[src/rtl/fm_pingpong_buffer_ctrl_pkg.sv]
// Shared feature-map buffer parameters.
// Default geometry (FM_WIDTH x FM_HEIGHT, STRIDE) and helpers deriving the
// words-per-bank depth and the bank address width. Reused by the buffer RAM
// wrapper and the downstream consumer so all three agree on bank layout.
package fm_pingpong_buffer_ctrl_pkg;

  localparam int unsigned FM_WIDTH_DEF  = 8;
  localparam int unsigned FM_HEIGHT_DEF = 8;
  localparam int unsigned STRIDE_DEF    = 2;

  // Words stored per bank after decimation.
  function automatic int unsigned fm_depth(input int unsigned width,
                                           input int unsigned height,
                                           input int unsigned stride);
    return (width / stride) * (height / stride);
  endfunction

  // Address width for a bank; kept at least 1 so a single-word bank still
  // has a legal port width.
  function automatic int unsigned fm_abits(input int unsigned depth);
    return (depth > 1) ? $clog2(depth) : 1;
  endfunction

endpackage

[src/rtl/fm_stride_sampler.sv]
// Combinational decimation sample detect.
// A coordinate is kept when data is valid and the low log2(STRIDE) bits of
// both xcoord and ycoord are all ones (last pixel of each STRIDE x STRIDE
// tile). STRIDE=1 gives an all-zero mask, so every valid cycle is sampled.
//   i_data_rdy : producer coordinates valid
//   i_xcoord   : pixel column
//   i_ycoord   : pixel row
//   o_sample   : this coordinate is a decimated sample
module fm_stride_sampler #(
  parameter int unsigned X_BITS = 3,
  parameter int unsigned Y_BITS = 3,
  parameter int unsigned STRIDE = 2
) (
  input  logic              i_data_rdy,
  input  logic [X_BITS-1:0] i_xcoord,
  input  logic [Y_BITS-1:0] i_ycoord,
  output logic              o_sample
);

  localparam logic [X_BITS-1:0] X_MASK = X_BITS'(STRIDE - 1);
  localparam logic [Y_BITS-1:0] Y_MASK = Y_BITS'(STRIDE - 1);

  assign o_sample = i_data_rdy &&
                    ((i_xcoord & X_MASK) == X_MASK) &&
                    ((i_ycoord & Y_MASK) == Y_MASK);

endmodule

[src/rtl/fm_pingpong_buffer_ctrl.sv]
// Ping-pong feature-map buffer write-address and bank controller.
// Decimates the incoming raster, writes samples sequentially into the current
// bank, and hands each completed bank to the consumer via rd_valid/rd_release.
//   i_clk          : clock, rising edge
//   i_rst_n        : asynchronous active-low reset
//   i_data_rdy     : coordinates valid; low discards the partial frame
//   i_xcoord       : pixel column
//   i_ycoord       : pixel row
//   o_wr_en        : RAM write strobe (combinational)
//   o_wr_bank      : bank being written
//   o_wr_addr      : word address within o_wr_bank
//   o_rd_valid     : o_rd_bank is full and readable
//   o_rd_bank      : bank the consumer must read
//   i_rd_release   : one-cycle pulse, consumer finished o_rd_bank
//   o_frame_done   : one-cycle pulse after a bank completes
//   o_buffer_full  : both banks full
//   o_overflow     : sticky, a sample was dropped
module fm_pingpong_buffer_ctrl
  import fm_pingpong_buffer_ctrl_pkg::*;
#(
  parameter int unsigned FM_WIDTH  = FM_WIDTH_DEF,
  parameter int unsigned FM_HEIGHT = FM_HEIGHT_DEF,
  parameter int unsigned STRIDE    = STRIDE_DEF,
  parameter int unsigned X_BITS    = $clog2(FM_WIDTH),
  parameter int unsigned Y_BITS    = $clog2(FM_HEIGHT),
  localparam int unsigned DEPTH    = fm_depth(FM_WIDTH, FM_HEIGHT, STRIDE),
  localparam int unsigned A_BITS   = fm_abits(DEPTH)
) (
  input  logic              i_clk,
  input  logic              i_rst_n,
  input  logic              i_data_rdy,
  input  logic [X_BITS-1:0] i_xcoord,
  input  logic [Y_BITS-1:0] i_ycoord,
  output logic              o_wr_en,
  output logic              o_wr_bank,
  output logic [A_BITS-1:0] o_wr_addr,
  output logic              o_rd_valid,
  output logic              o_rd_bank,
  input  logic              i_rd_release,
  output logic              o_frame_done,
  output logic              o_buffer_full,
  output logic              o_overflow
);

  localparam logic [A_BITS-1:0] LAST_ADDR = A_BITS'(DEPTH - 1);

  logic [A_BITS-1:0] r_cnt;
  logic              r_wr_ptr;
  logic              r_rd_ptr;
  logic [1:0]        r_full;
  logic              r_overflow;
  logic              r_frame_done;

  logic              w_sample;
  logic              w_writable;
  logic              w_wr_en;
  logic              w_last;
  logic              w_release;
  logic [1:0]        w_full_set;
  logic [1:0]        w_full_clr;

  fm_stride_sampler #(
    .X_BITS (X_BITS),
    .Y_BITS (Y_BITS),
    .STRIDE (STRIDE)
  ) u_sampler (
    .i_data_rdy (i_data_rdy),
    .i_xcoord   (i_xcoord),
    .i_ycoord   (i_ycoord),
    .o_sample   (w_sample)
  );

  // Writability looks only at registered full[], so a release landing in the
  // same cycle as a sample to that bank does not rescue the sample.
  assign w_writable = !r_full[r_wr_ptr];
  assign w_wr_en    = w_sample && w_writable;
  assign w_last     = (r_cnt == LAST_ADDR);
  assign w_release  = i_rd_release && r_full[r_rd_ptr];

  // Completing a bank and releasing one in the same cycle always target
  // different banks (a release needs full[rd_ptr], a write needs
  // !full[wr_ptr]), so set and clear never collide on one bit.
  always_comb begin
    w_full_set = 2'b00;
    w_full_clr = 2'b00;
    if (w_wr_en && w_last) w_full_set[r_wr_ptr] = 1'b1;
    if (w_release)         w_full_clr[r_rd_ptr] = 1'b1;
  end

  always_ff @(posedge i_clk or negedge i_rst_n) begin
    if (!i_rst_n) begin
      r_cnt        <= '0;
      r_wr_ptr     <= 1'b0;
      r_rd_ptr     <= 1'b0;
      r_full       <= 2'b00;
      r_overflow   <= 1'b0;
      r_frame_done <= 1'b0;
    end else begin
      r_frame_done <= w_wr_en && w_last;
      r_full       <= (r_full | w_full_set) & ~w_full_clr;

      if (!i_data_rdy) begin
        r_cnt <= '0;
      end else if (w_wr_en) begin
        if (w_last) begin
          r_cnt    <= '0;
          r_wr_ptr <= ~r_wr_ptr;
        end else begin
          r_cnt <= r_cnt + A_BITS'(1);
        end
      end

      if (w_sample && !w_writable) r_overflow <= 1'b1;
      if (w_release)               r_rd_ptr   <= ~r_rd_ptr;
    end
  end

  assign o_wr_en       = w_wr_en;
  assign o_wr_bank     = r_wr_ptr;
  assign o_wr_addr     = r_cnt;
  assign o_rd_valid    = r_full[r_rd_ptr];
  assign o_rd_bank     = r_rd_ptr;
  assign o_frame_done  = r_frame_done;
  assign o_buffer_full = r_full[0] & r_full[1];
  assign o_overflow    = r_overflow;

endmodule
[config.mk]
export PLATFORM = sky130hd
export DESIGN_NAME = fm_pingpong_buffer_ctrl
export DESIGN_NICKNAME = d
export VERILOG_FILES = /design/src/rtl/fm_pingpong_buffer_ctrl_pkg.sv /design/src/rtl/fm_stride_sampler.sv /design/src/rtl/fm_pingpong_buffer_ctrl.sv
export SDC_FILE = /design/constraint.sdc
export NUM_CORES = 1
export LEC_CHECK = 0
export BUFFER_PORTS_ARGS = -buffer_cell sky130_fd_sc_hd__buf_2
export CAP_MARGIN = 15
export CORE_AREA = 2 2 39 41
export CTS_CLUSTER_DIAMETER = 120
export DETAILED_ROUTE_END_ITERATION = 8
export DIE_AREA = 0 0 41 43
export PLACE_DENSITY = 0.66
export SLEW_MARGIN = 20
export SYNTH_ARGS = -nofsm -noshare
export SYNTH_HDL_FRONTEND = slang
export SYNTH_SLANG_ARGS = --single-unit
[constraint.sdc]
create_clock -name i_clk -period 1.5 [get_ports i_clk]
set_input_delay 0.225 -clock i_clk [delete_from_list [all_inputs] [get_ports i_clk]]
set_output_delay 0.225 -clock i_clk [all_outputs]
set_load 0.005 [all_outputs]
## Yosys cells after proc, flatten, opt, wreduce, memory -nomap -nowiden

Cells that the tools add are included.

| word-level totals | value |
|---|---|
| memory bits (read-only) | 0 |
| logic and storage cells | 42 |
| memories kept | 0 |
| memory bits (writable) | 0 |
| latch bits | 0 |
| bits of input ports | 10 |
| register bits | 10 |
| output and inout port bits | 11 |

| operators by class | value |
|---|---|
| add/subtract/negate cells | 1 |
| $mul | 0 |
| equal/unequal tests | 2 |
| magnitude comparators | 4 |
| shift-type cells | 0 |
| bitwise gates (word level) | 6 |
| reductions and logical operators | 10 |
| divide/modulo/power cells | 0 |
| multiplexer cells | 13 |

Operator list:

| kind | number |
|---|---|
| two-way mux 4 bit | 3 |
| logical AND 1 bit | 8 |
| two-way mux 1 bit | 6 |
| adder 4 x 1 -> 4 bit (second input constant) | 1 |
| == test 4 bit (second input constant) | 1 |
| < comparator 1 x 2 -> 1 bit (second input constant) | 2 |
| two-way mux 2 bit | 2 |
| AND reduction 3 bit | 1 |
| AND 2 bit | 1 |
| demux 1 bit (select 1 bit) | 2 |
| >= comparator 1 bit (second input constant) | 2 |
| != test 2 x 1 -> 1 bit (second input constant) | 1 |
| inverter 1 bit | 2 |
| inverter 2 bit | 1 |
| bitwise OR 2 bit | 1 |
| AND 1 bit | 1 |
| logical NOT 1 bit | 1 |

## Depth between registers and ports, before layout

Gate-level depths: netlist (run 1).

| depth | value |
|---|---|
| word-level depth | 8 |
| depth in mapped cells | 4 |
| depth with buffers taken out | 4 |

## Hierarchy

From an unflattened synthesis (run 1), not the netlist that was laid out.

| second synthesis, totals | value |
|---|---|
| cell total of the unflattened synthesis | 50 |
| area total of the unflattened synthesis | 496.7 um^2 |

Modules (own cells, without submodules):

| module | sequential area each (um^2) | area an instance (um^2) | cells each | times used |
|---|---|---|---|---|
| fm_pingpong_buffer_ctrl | 250.2 | 490.5 | 49 | 1 |
| fm_stride_sampler | 0.0 | 6.3 | 1 | 1 |

## Worst setup path after synthesis (run 1)

No wires, ideal clock.

| timing path | value |
|---|---|
| kind | reg-to-reg |
| from | register r_wr_ptr, in the netlist o_wr_bank |
| to | register r_cnt[3], in the netlist o_wr_addr[3] |
| arrival time | 1489 ps |
| library setup time | 122 ps |
| clock period less this slack | 1611 ps |
| setup slack | -111 ps |
| required time | 1378 ps |
| path buffers | 0 |
| cell stages (with the launch flop) | 4 |
| path through | dfrtp_1 mux2_4 or4b_1 a32o_1 |

| between the ends | value |
|---|---|
| longest elaborated chain between the ends | 5 |

Ends and longest elaborated chain:

| element | RTL line | text |
|---|---|---|
| from (decl) | fm_pingpong_buffer_ctrl.sv:48 | `logic r_wr_ptr;` |
| from (signal assigned) | fm_pingpong_buffer_ctrl.sv:107 | `r_wr_ptr <= ~r_wr_ptr;` |
| two-way mux 1 bit (implied by the code) (2 in a row) | fm_pingpong_buffer_ctrl.sv:75 | `assign w_writable = !r_full[r_wr_ptr];` |
| logical NOT 1 bit | fm_pingpong_buffer_ctrl.sv:75 |  |
| logical AND 1 bit | fm_pingpong_buffer_ctrl.sv:76 | `assign w_wr_en = w_sample && w_writable;` |
| != test 2 x 1 -> 1 bit (no source line) | n/a |  |
| to (signal assigned) | fm_pingpong_buffer_ctrl.sv:109 | `r_cnt <= r_cnt + A_BITS'(1);` |
| to (decl) | fm_pingpong_buffer_ctrl.sv:47 | `logic [A_BITS-1:0] r_cnt;` |

Every way passes these cells. The select of a mux whose other input is x is not followed.
A chain may end at the register's enable or synchronous reset.

## Worst setup path in the final report (run 1)

Same ends and word-level chain as after synthesis.

==> out/results.ini, run 1 <==
[cts]
path_clk_slew_ns = 0.06
clockRootBuffer = clkbuf_4
worstSkewPairLatency_ns = 0.25
clkSinkCount = 10
cts_inserted_buffers = 3
cts_max_level = 1
cts_tree = yes
clockBufferDepth = 2

[detailed_routing]
drtAntennaViolNets = 0
drt_iter0_markers = 1
drcViolationCount = 0
first_pass_iters = 2
via_count = 462
routedWlPerCell_um = 11.8
totalWireLength_mm = 1.08
viasPerCell = 5.02

[floorplanning]
io_pins = 21
die_w_um = 41
rows = 14
die_h_um = 43
dieArea_um2 = 1760
coreArea_um2 = 1380
start_util_pct = 34.5

[synthesis]
synth_top_area_cell = dfrtp_1
yosysSeqAreaShare_pct = 52.4
yosysTopAreaCellShare_pct = 52.4
synth_nets = 54
synth_edf_count = 0
synth_area_leaders = dfrtp_1 52%, mux2i_1 4.2%, o41ai_1 3.7%
synth_cells = 43
async_flop_share_pct = 100
syn_avg_cell_area_um2 = 11.1
synth_cell_type_count = 23
syn_area_um2 = 478
ys.warnings.count = 0
ys_ff_latch = 10
synth_ff_type = dfrtp_1

[placement]
port_buffers = 16
dpl.cell_count = 84
place_hpwl_um = 765
place_congestion = 0.773

[timing]
setup_slack_ns = -0.0436
maxSlewHeadroom_pct = 80.1
rsz0062_at_grt = yes
min_period_ns = 1.54
worstMarginPinSlew_ns = 0.296
fin_setup_tns_ns = -0.0645
holdWs_ns = 0.208
setup_violations = 2
fin_crit_sh_pct = 103
slew_viol_final = 0
finalHoldViolations = 0
fmax_ghz = 0.648
final.setup_skew_ns = 0.000128

[power]
power_density_nw_per_um2 = 777
ir_drop_mv = 0.361
finalPower_uw = 559
p_leak_uw = 0.000384

[cells_and_area]
final_common_cell = buf_2
area_delta_synth_final_pct = 50.5
fin_nets = 89
mostFrequentLayoutCells = 16 x buf_2, 12 x buf_4, 10 x dfrtp_1
multi_input_area_um2 = 224
fillers = 129
finalNonFillerCells = 92
seq_area_um2 = 250
fin_util_pct = 52.0
diodes = 0
drive_gt1_share_pct = 46.1

[grt]
use_met1_pct = 18.2
use_met2_pct = 19.4
grt_start_max_net_pins = 11
grt_usage_pct = 13.7
grt.overflow.total = 0
antenna_found_initial = 0
grt_pass1_vias = 397
grt_pass1_wl_mm = 1.63
grt.busiest_layer = met2
use_met3_pct = 3.14

[status]
status = complete, but fails checks
violations = negative setup slack

[flow_run]
max_cap_viol_count = 0

[setup_path]
reg2regPathDepth = 3
crit_type = register to register
crit_required_ns = 1.64
cp.arrival_ns = 1.68
ff2ff_setup_slack_ns = -0.04
endpoint_kind = register
cp_max_fo = 2
startpoint_type = register

[hold_path]
hold_path_class = primary input to register
min_path_cells = 2

## cells in the mapped netlist (2+ instances only)
library cell,count
a21oi_1,2
dfrtp_1,10
inv_1,3
mux2i_1,2
nand2_1,4
nand3_1,3
o21ai_0,2
o41ai_1,2
## registers in the layout (all words and copies together) (netlist names)
register      count
o_wr_bank         1
o_rd_bank         1
o_overflow        1
o_wr_addr         4
o_frame_done      1
r_full            2
## through the flow
| stage | cell area, µm² | worst slack (ns) |
|---|---|---|
| 2_1_floorplan | 478 | -0.0833 |
| 3_3_place_gp | 646 | -0.0669 |
| 3_5_place_dp | 646 | -0.0816 |
| 4_1_cts | 704 | -0.0279 |
| 5_1_grt | 719 | -0.0655 |
| 6_report | 719 | -0.0436 |
## logic make-up (layout without fill, tap and decap cells)
kind of cell             Yosys count  after routing  share of synthesized area [%]
flip-flops                        10             10                           52.4
multiplexers                       4              4                           9.68
adder cells (fa/ha/maj)            1              1                           2.62
AND/OR/NAND/NOR                   14             14                           16.2
AO/OA/AOI/OAI                     10             10                           14.9
XOR/XNOR                           1              1                           1.83
buffers and inverters              3             36                           2.36
## critical path: stages, from the launching register on
cell and delay, ns:
dfrtp_1 0.41, mux2_4 0.32, or4b_1 0.47, a32o_1 0.24
## power by group
part	internal, µW	leakage, µW	switching [µW]
logic	50.0	0.000238	40.0
clock network	92.2	0.0000138	82.4
registers	284	0.000132	10.0
total	426	0.000384	132
## routing by layer
| layer | up-vias | wire length [µm] |
|---|---|---|
| met5 | - | 0 |
| met4 | 0 | 9 |
| met3 | 2 | 16 |
| met2 | 5 | 573 |
| met1 | 226 | 482 |
| li1 | 229 | - |
## repair_timing
item,4_1_cts,5_1_grt
endpoints found under the setup margin,2,2
pin swaps,3,0
endpoints found under the hold margin,10,0
resized for setup,3,0
buffers inserted,2,2
hold buffers,1,0
## path summary, 6_finish.rpt
kind,from,to
worst min register to register,o_overflow,o_overflow
min in group asynchronous,i_rst_n,o_rd_bank
worst max register to register,o_wr_bank,o_wr_addr[3]
worst min-delay path,i_rd_release,o_rd_bank
max in group asynchronous,i_rst_n,o_wr_addr[3]
worst max-delay path,o_wr_bank,o_wr_addr[3]
## layout make-up
class / instances / share of cell area [%]
repair buffers: 30 / 26.6
clock buffers: 3 / 3.13
well taps: 16 / 2.78
inverters: 3 / 1.57
multi-input cells: 30 / 31.1
flip-flops and latches: 10 / 34.8
Note: power is estimated with default switching activity, not from simulation.
==> inputs of run 2 (changes only) <==
--- a/config.mk
+++ b/config.mk
@@ -12,6 +12,7 @@
 export DETAILED_ROUTE_END_ITERATION = 8
 export DIE_AREA = 0 0 41 43
 export PLACE_DENSITY = 0.66
+export SETUP_SLACK_MARGIN = 0.3
 export SLEW_MARGIN = 20
 export SYNTH_ARGS = -nofsm -noshare
 export SYNTH_HDL_FRONTEND = slang
==> out/results.ini, run 2 (synthesized netlist as in run 1, its figures left out) <==
[status]
status = complete, but fails checks
violations = negative setup slack

[setup_path]
endpoint_kind = register
worstReg2RegStart = o_wr_bank
ff2ff_setup_slack_ns = -0.03  ; about the same
cp.arrival_ns = 1.68  ; about the same
crit_required_ns = 1.65  ; about the same
reg2regPathDepth = 3  ; unchanged
crit_type = register to register
cp_max_fo = 2  ; unchanged
r2r_end = o_wr_addr[3]
startpoint_type = register

[floorplanning]
die_w_um = 41  ; unchanged
rows = 14  ; unchanged
dieArea_um2 = 1760  ; unchanged
io_pins = 21  ; unchanged
die_h_um = 43  ; unchanged
start_util_pct = 34.5  ; unchanged
coreArea_um2 = 1380  ; unchanged

[placement]
place_congestion = 0.742  ; -4.0%
dp_slack_ns = -0.0650  ; +0.0167 ns
dpl.cell_count = 84  ; unchanged
port_buffers = 16  ; unchanged
place_hpwl_um = 764  ; -0.17%

[timing]
setup_violations = 2  ; unchanged
setup_slack_ns = -0.0323  ; +0.0113 ns
finalHoldViolations = 0  ; unchanged
worstMarginPinSlew_ns = 0.216  ; -0.0793 ns
holdWs_ns = 0.207  ; -0.000673 ns
final.setup_skew_ns = 0.000479  ; +0.000351 ns
fmax_ghz = 0.653  ; +0.73%
maxSlewHeadroom_pct = 85.4  ; +5.3 points
min_period_ns = 1.53  ; -0.0113 ns
slew_viol_final = 0  ; unchanged
fin_crit_sh_pct = 102  ; -0.75 points
rsz0062_at_grt = yes

[power]
swShare_pct = 24.3  ; +0.64 points
finalPower_uw = 573  ; +2.5%
ir_drop_mv = 0.393  ; +9.0%
p_leak_uw = 0.000415  ; +8.1%
p_seq_share_pct = 51.6  ; -1.0 points
power_frac_clock_pct = 30.9  ; -0.4 points
power_density_nw_per_um2 = 714  ; -8.0%
p_int_uw = 434  ; +1.7%
switchingPower_uw = 139  ; +5.3%
comb_power_share_pct = 17.5  ; +1.4 points

[flow_run]
max_cap_viol_count = 0  ; unchanged

[detailed_routing]
viasPerCell = 4.86  ; -3.2%
routedWlPerCell_um = 12.5  ; +6.4%
drcViolationCount = 0  ; unchanged
drt_iter0_markers = 11  ; +10
via_count = 457  ; -1.1%
drtAntennaViolNets = 0  ; unchanged
first_pass_iters = 4  ; +2
totalWireLength_mm = 1.18  ; +8.7%

[hold_path]
hold_path_class = primary input to register
hold-path-endpoint = o_rd_bank
min_path_cells = 2  ; unchanged
min-delay-start = i_rd_release

[cts]
cts_max_level = 1  ; unchanged
path_clk_slew_ns = 0.06  ; about the same
cts_tree = yes
clockRootBuffer = clkbuf_4
worstSkewPairLatency_ns = 0.26  ; about the same
clkSinkCount = 10  ; unchanged
clockBufferDepth = 2  ; unchanged
cts_inserted_buffers = 3  ; unchanged

[cells_and_area]
mostFrequentLayoutCells = 15 x buf_2, 10 x dfrtp_1, 9 x buf_4
diodes = 0  ; unchanged
final_common_cell = buf_2
area_delta_synth_final_pct = 67.8
drive_gt1_share_pct = 52.6  ; +6.5 points
fin_nets = 91  ; +2.2%
largest_reg_flops = 4  ; unchanged
finalNonFillerCells = 94  ; +2.2%
fillers = 113  ; -12%
fin_util_pct = 58.0  ; +6.0 points

[grt]
grt_start_max_net_pins = 11  ; unchanged
grt_pass1_wl_mm = 1.86  ; +14%
grt_pass1_vias = 426  ; +7.3%
grt_usage_pct = 16.0  ; +2.3 points
antenna_found_initial = 0  ; unchanged
grt.overflow.total = 0  ; unchanged

[run 2: worst max-delay path: stages (launching register included)]
cell,delay (ns)
dfrtp_1,0.39
mux2_4,0.32
or4b_1,0.48
a32o_1,0.23
[run 2: how the worst max path moves through the flow]
stage / start / endpoint / cells past startpoint
after floorplan: o_wr_bank / o_wr_addr[3] / 3
after global placement: o_wr_bank / o_wr_addr[3] / 3
after detailed placement: o_wr_bank / o_wr_addr[3] / 3
after CTS: o_wr_bank / o_wr_addr[3] / 3
after global routing: o_wr_bank / o_wr_en / 4
final: o_wr_bank / o_wr_addr[3] / 3
[run 2: per-stage QoR]
stage	TNS, ns	cell area (µm²)
floorplan	-0.0825	478
global placement	-0.0681	646
detailed placement	-0.0650	646
CTS	-0.0386	776
global route	-0.161	802
finish	-0.0560	802
[run 2: routing by layer]
metal / global-route usage, % / share of wire, %
met1: 21.1 / 44
met2: 20.9 / 52
met3: 4.71 / 2.9
met4: 12.0 / 1.2
met5: 0 / 0
[run 2: cell type report]
cell class | instances | area (µm²) | share of cell area (%)
Multi-Input combinational cell | 30 | 267 | 33.2
Timing Repair Buffer | 32 | 231 | 28.9
Clock buffer | 3 | 22.5 | 2.81
Inverter | 3 | 11.3 | 1.40
Sequential cell | 10 | 250 | 31.2
Tap cell | 16 | 20.0 | 2.50
[run 2: power groups by stage]
stage / clock, µW / sequential, µW / combinational [µW]
6_report: 177 / 296 / 100
5_1_grt: 206 / 298 / 111
4_1_cts: 187 / 296 / 98.2
3_5_place_dp: 0 / 300 / 77.3
3_3_place_gp: 0 / 301 / 76.5
2_1_floorplan: 0 / 303 / 26.2
[run 2: repair_timing]
| item | in CTS | in global routing |
|---|---|---|
| cloned | 0 | 0 |
| endpoints found under the setup margin | 11 | 12 |
| buffers inserted | 4 | 2 |
| gates resized for setup | 14 | 2 |
| endpoints found under the hold margin | 10 | 0 |
| hold buffers | 1 | 0 |
| pin swaps | 6 | 1 |
==> inputs of run 3 (changes only) <==
--- a/config.mk
+++ b/config.mk
@@ -7,11 +7,11 @@
 export LEC_CHECK = 0
 export BUFFER_PORTS_ARGS = -buffer_cell sky130_fd_sc_hd__buf_2
 export CAP_MARGIN = 15
-export CORE_AREA = 2 2 39 41
+export CORE_AREA = 4 4 41 43
 export CTS_CLUSTER_DIAMETER = 120
 export DETAILED_ROUTE_END_ITERATION = 8
-export DIE_AREA = 0 0 41 43
-export PLACE_DENSITY = 0.66
+export DIE_AREA = 0 0 45 47
+export GPL_TIMING_DRIVEN = 0
 export SETUP_SLACK_MARGIN = 0.3
 export SLEW_MARGIN = 20
 export SYNTH_ARGS = -nofsm -noshare
==> constraint.sdc (replaced) <==
create_clock -name i_clk -period 1.6 [get_ports i_clk]
set_input_delay 0.24 -clock i_clk [delete_from_list [all_inputs] [get_ports i_clk]]
set_output_delay 0.24 -clock i_clk [all_outputs]
set_load 0.005 [all_outputs]
==> out/results.ini, run 3 (synthesized netlist as in run 1, its figures left out) <==
[cts]
cts_max_level = 1  ; unchanged
cts_inserted_buffers = 3  ; unchanged
worstSkewPairLatency_ns = 0.27  ; about the same
clockRootBuffer = clkbuf_4
clockBufferDepth = 2  ; unchanged
clkSinkCount = 10  ; unchanged
cts_tree = yes
path_clk_slew_ns = 0.08  ; +0.02 ns

[hold_path]
hold_path_class = primary input to register
min_path_cells = 2  ; unchanged

[cells_and_area]
fin_nets = 85  ; -6.6%
finalNonFillerCells = 88  ; -6.4%
mostFrequentLayoutCells = 15 x buf_2, 9 x dfrtp_1, 6 x buf_4
final_common_cell = buf_2
largest_reg_flops = 4  ; unchanged
design_area_um2 = 762  ; -5.0%
fin_util_pct = 58.6  ; +0.60 points
area_delta_synth_final_pct = 59.4
diodes = 0  ; unchanged
drive_gt1_share_pct = 52.1  ; -0.51 points
fillers = 113  ; unchanged

[placement]
place_hpwl_um = 751  ; -1.7%
place_congestion = 0.705  ; -5.0%
dp_slack_ns = -0.0288  ; +0.0362 ns
port_buffers = 16  ; unchanged
placed_area_um2 = 577  ; -11%
dpl.cell_count = 74  ; -12%

[floorplanning]
coreArea_um2 = 1300  ; -6.0%
die_h_um = 47  ; +9.3%
die_w_um = 45  ; +9.8%
dieArea_um2 = 2120  ; +20%
rows = 13  ; -1
start_util_pct = 36.7  ; +2.2 points
io_pins = 21  ; unchanged

[setup_path]
cp.depth = 3  ; unchanged
critical_path.cell_chain = mux2_4 > or4b_1 > a32o_1
path_buf_inv = 0  ; unchanged
cp.arrival_ns = 1.74  ; +0.06 ns
reg2regPathDepth = 3  ; unchanged
cp_max_fo = 4  ; +2
crit_required_ns = 1.76  ; +0.11 ns
crit_type = register to register
cp_slowest_cell = or4b_1
cpPeakStageDelay_ns = 0.51  ; +0.03 ns
endpoint_kind = register
startpoint_type = register
cpLargestDelayFamily = simple AND/OR/NAND/NOR gates

[grt]
grt_pass1_wl_mm = 1.96  ; +5.5%
antenna_found_initial = 0  ; unchanged
grt_pass1_vias = 450  ; +5.6%
grt_usage_pct = 13.2  ; -2.8 points
grt.overflow.total = 0  ; unchanged
grt_start_max_net_pins = 11  ; unchanged

[timing]
rsz0062_at_grt = yes
min_period_ns = 1.58  ; +0.0472 ns
maxSlewHeadroom_pct = 74.5  ; -11 points
fin_setup_tns_ns = 0  ; +0.0560 ns
final.setup_skew_ns = 0.00693  ; +0.00645 ns
slew_viol_final = 0  ; unchanged
worstMarginPinSlew_ns = 0.382  ; +0.165 ns
setup_slack_ns = 0.0205  ; +0.0528 ns
fin_crit_sh_pct = 98.7  ; -3.4 points
setup_violations = 0  ; -2
fmax_ghz = 0.633  ; -3.0%
finalHoldViolations = 0  ; unchanged

[flow_run]
max_cap_viol_count = 0  ; unchanged

[detailed_routing]
drt_iter0_markers = 10  ; -1
first_pass_iters = 4  ; unchanged
viasPerCell = 4.99  ; +2.6%
drtAntennaViolNets = 0  ; unchanged
routedWlPerCell_um = 13.8  ; +11%
totalWireLength_mm = 1.22  ; +3.6%
drcViolationCount = 0  ; unchanged
via_count = 439  ; -3.9%

[power]
p_leak_uw = 0.000388  ; -6.5%
power_density_nw_per_um2 = 777  ; +8.8%
ir_drop_mv = 0.507  ; +29%

[status]
status = finished clean

run 3: cell count changes in the layout (fill, tap and decap cells not counted), sizes merged:
cell	previous run	this run
buf	31	25
clkbuf	3	4
run 3: power breakdown:
part | internal (µW) | total [µW] | switching (µW)
Clock | 138 | 234 | 95.7
Combinational | 41.7 | 79.3 | 37.6
Sequential | 267 | 279 | 12.6
run 3: worst register-to-register path, cell delays in order (launching register included):
cell     delay, ns
dfrtp_1       0.40
mux2_4        0.34
or4b_1        0.51
a32o_1        0.23
run 3: path summary, 6_finish.rpt:
check                             start      endpoint  slack, ns
setup / recovery              o_wr_bank  o_wr_addr[3]       0.02
hold / removal             i_rd_release     o_rd_bank       0.21
setup reg to reg              o_wr_bank  o_wr_addr[3]       0.02
hold reg to reg              o_overflow    o_overflow       0.47
max in group asynchronous       i_rst_n  o_wr_addr[0]       1.03
min in group asynchronous       i_rst_n  o_wr_addr[2]       0.37
run 3: repair_timing:
item / in CTS / in global routing
endpoints found under the hold margin: 10 / 0
pin swaps: 2 / 5
hold buffers: 1 / 0
endpoints found under the setup margin: 7 / 9
gates cloned: 0 / 0
resized for setup: 7 / 9
buffers inserted: 6 / 3
run 3: per-layer routing:
metal	vias up	wire length [µm]	global-route usage, %
met4	0	8	8.77
met5	-	0	0
met3	2	35	2.30
met2	5	638	20.6
met1	211	535	16.7
li1	221	-	-
run 3: final cells by class:
cell class	instances	area (µm²)	share of cell area, %
clock buffer	4	36.3	4.76
inverter	3	11.3	1.48
multi-input combinational	30	269	35.3
sequential	10	251	33.0
tap	15	18.8	2.46
timing repair buffer	26	175	23.0
run 3: stage by stage:
step | total power (µW) | hold slack [ns]
floorplan | 308 | -0.0556
global placement | 342 | 0.113
detailed placement | 343 | 0.113
CTS | 586 | 0.203
global route | 620 | 0.215
finish | 592 | 0.211
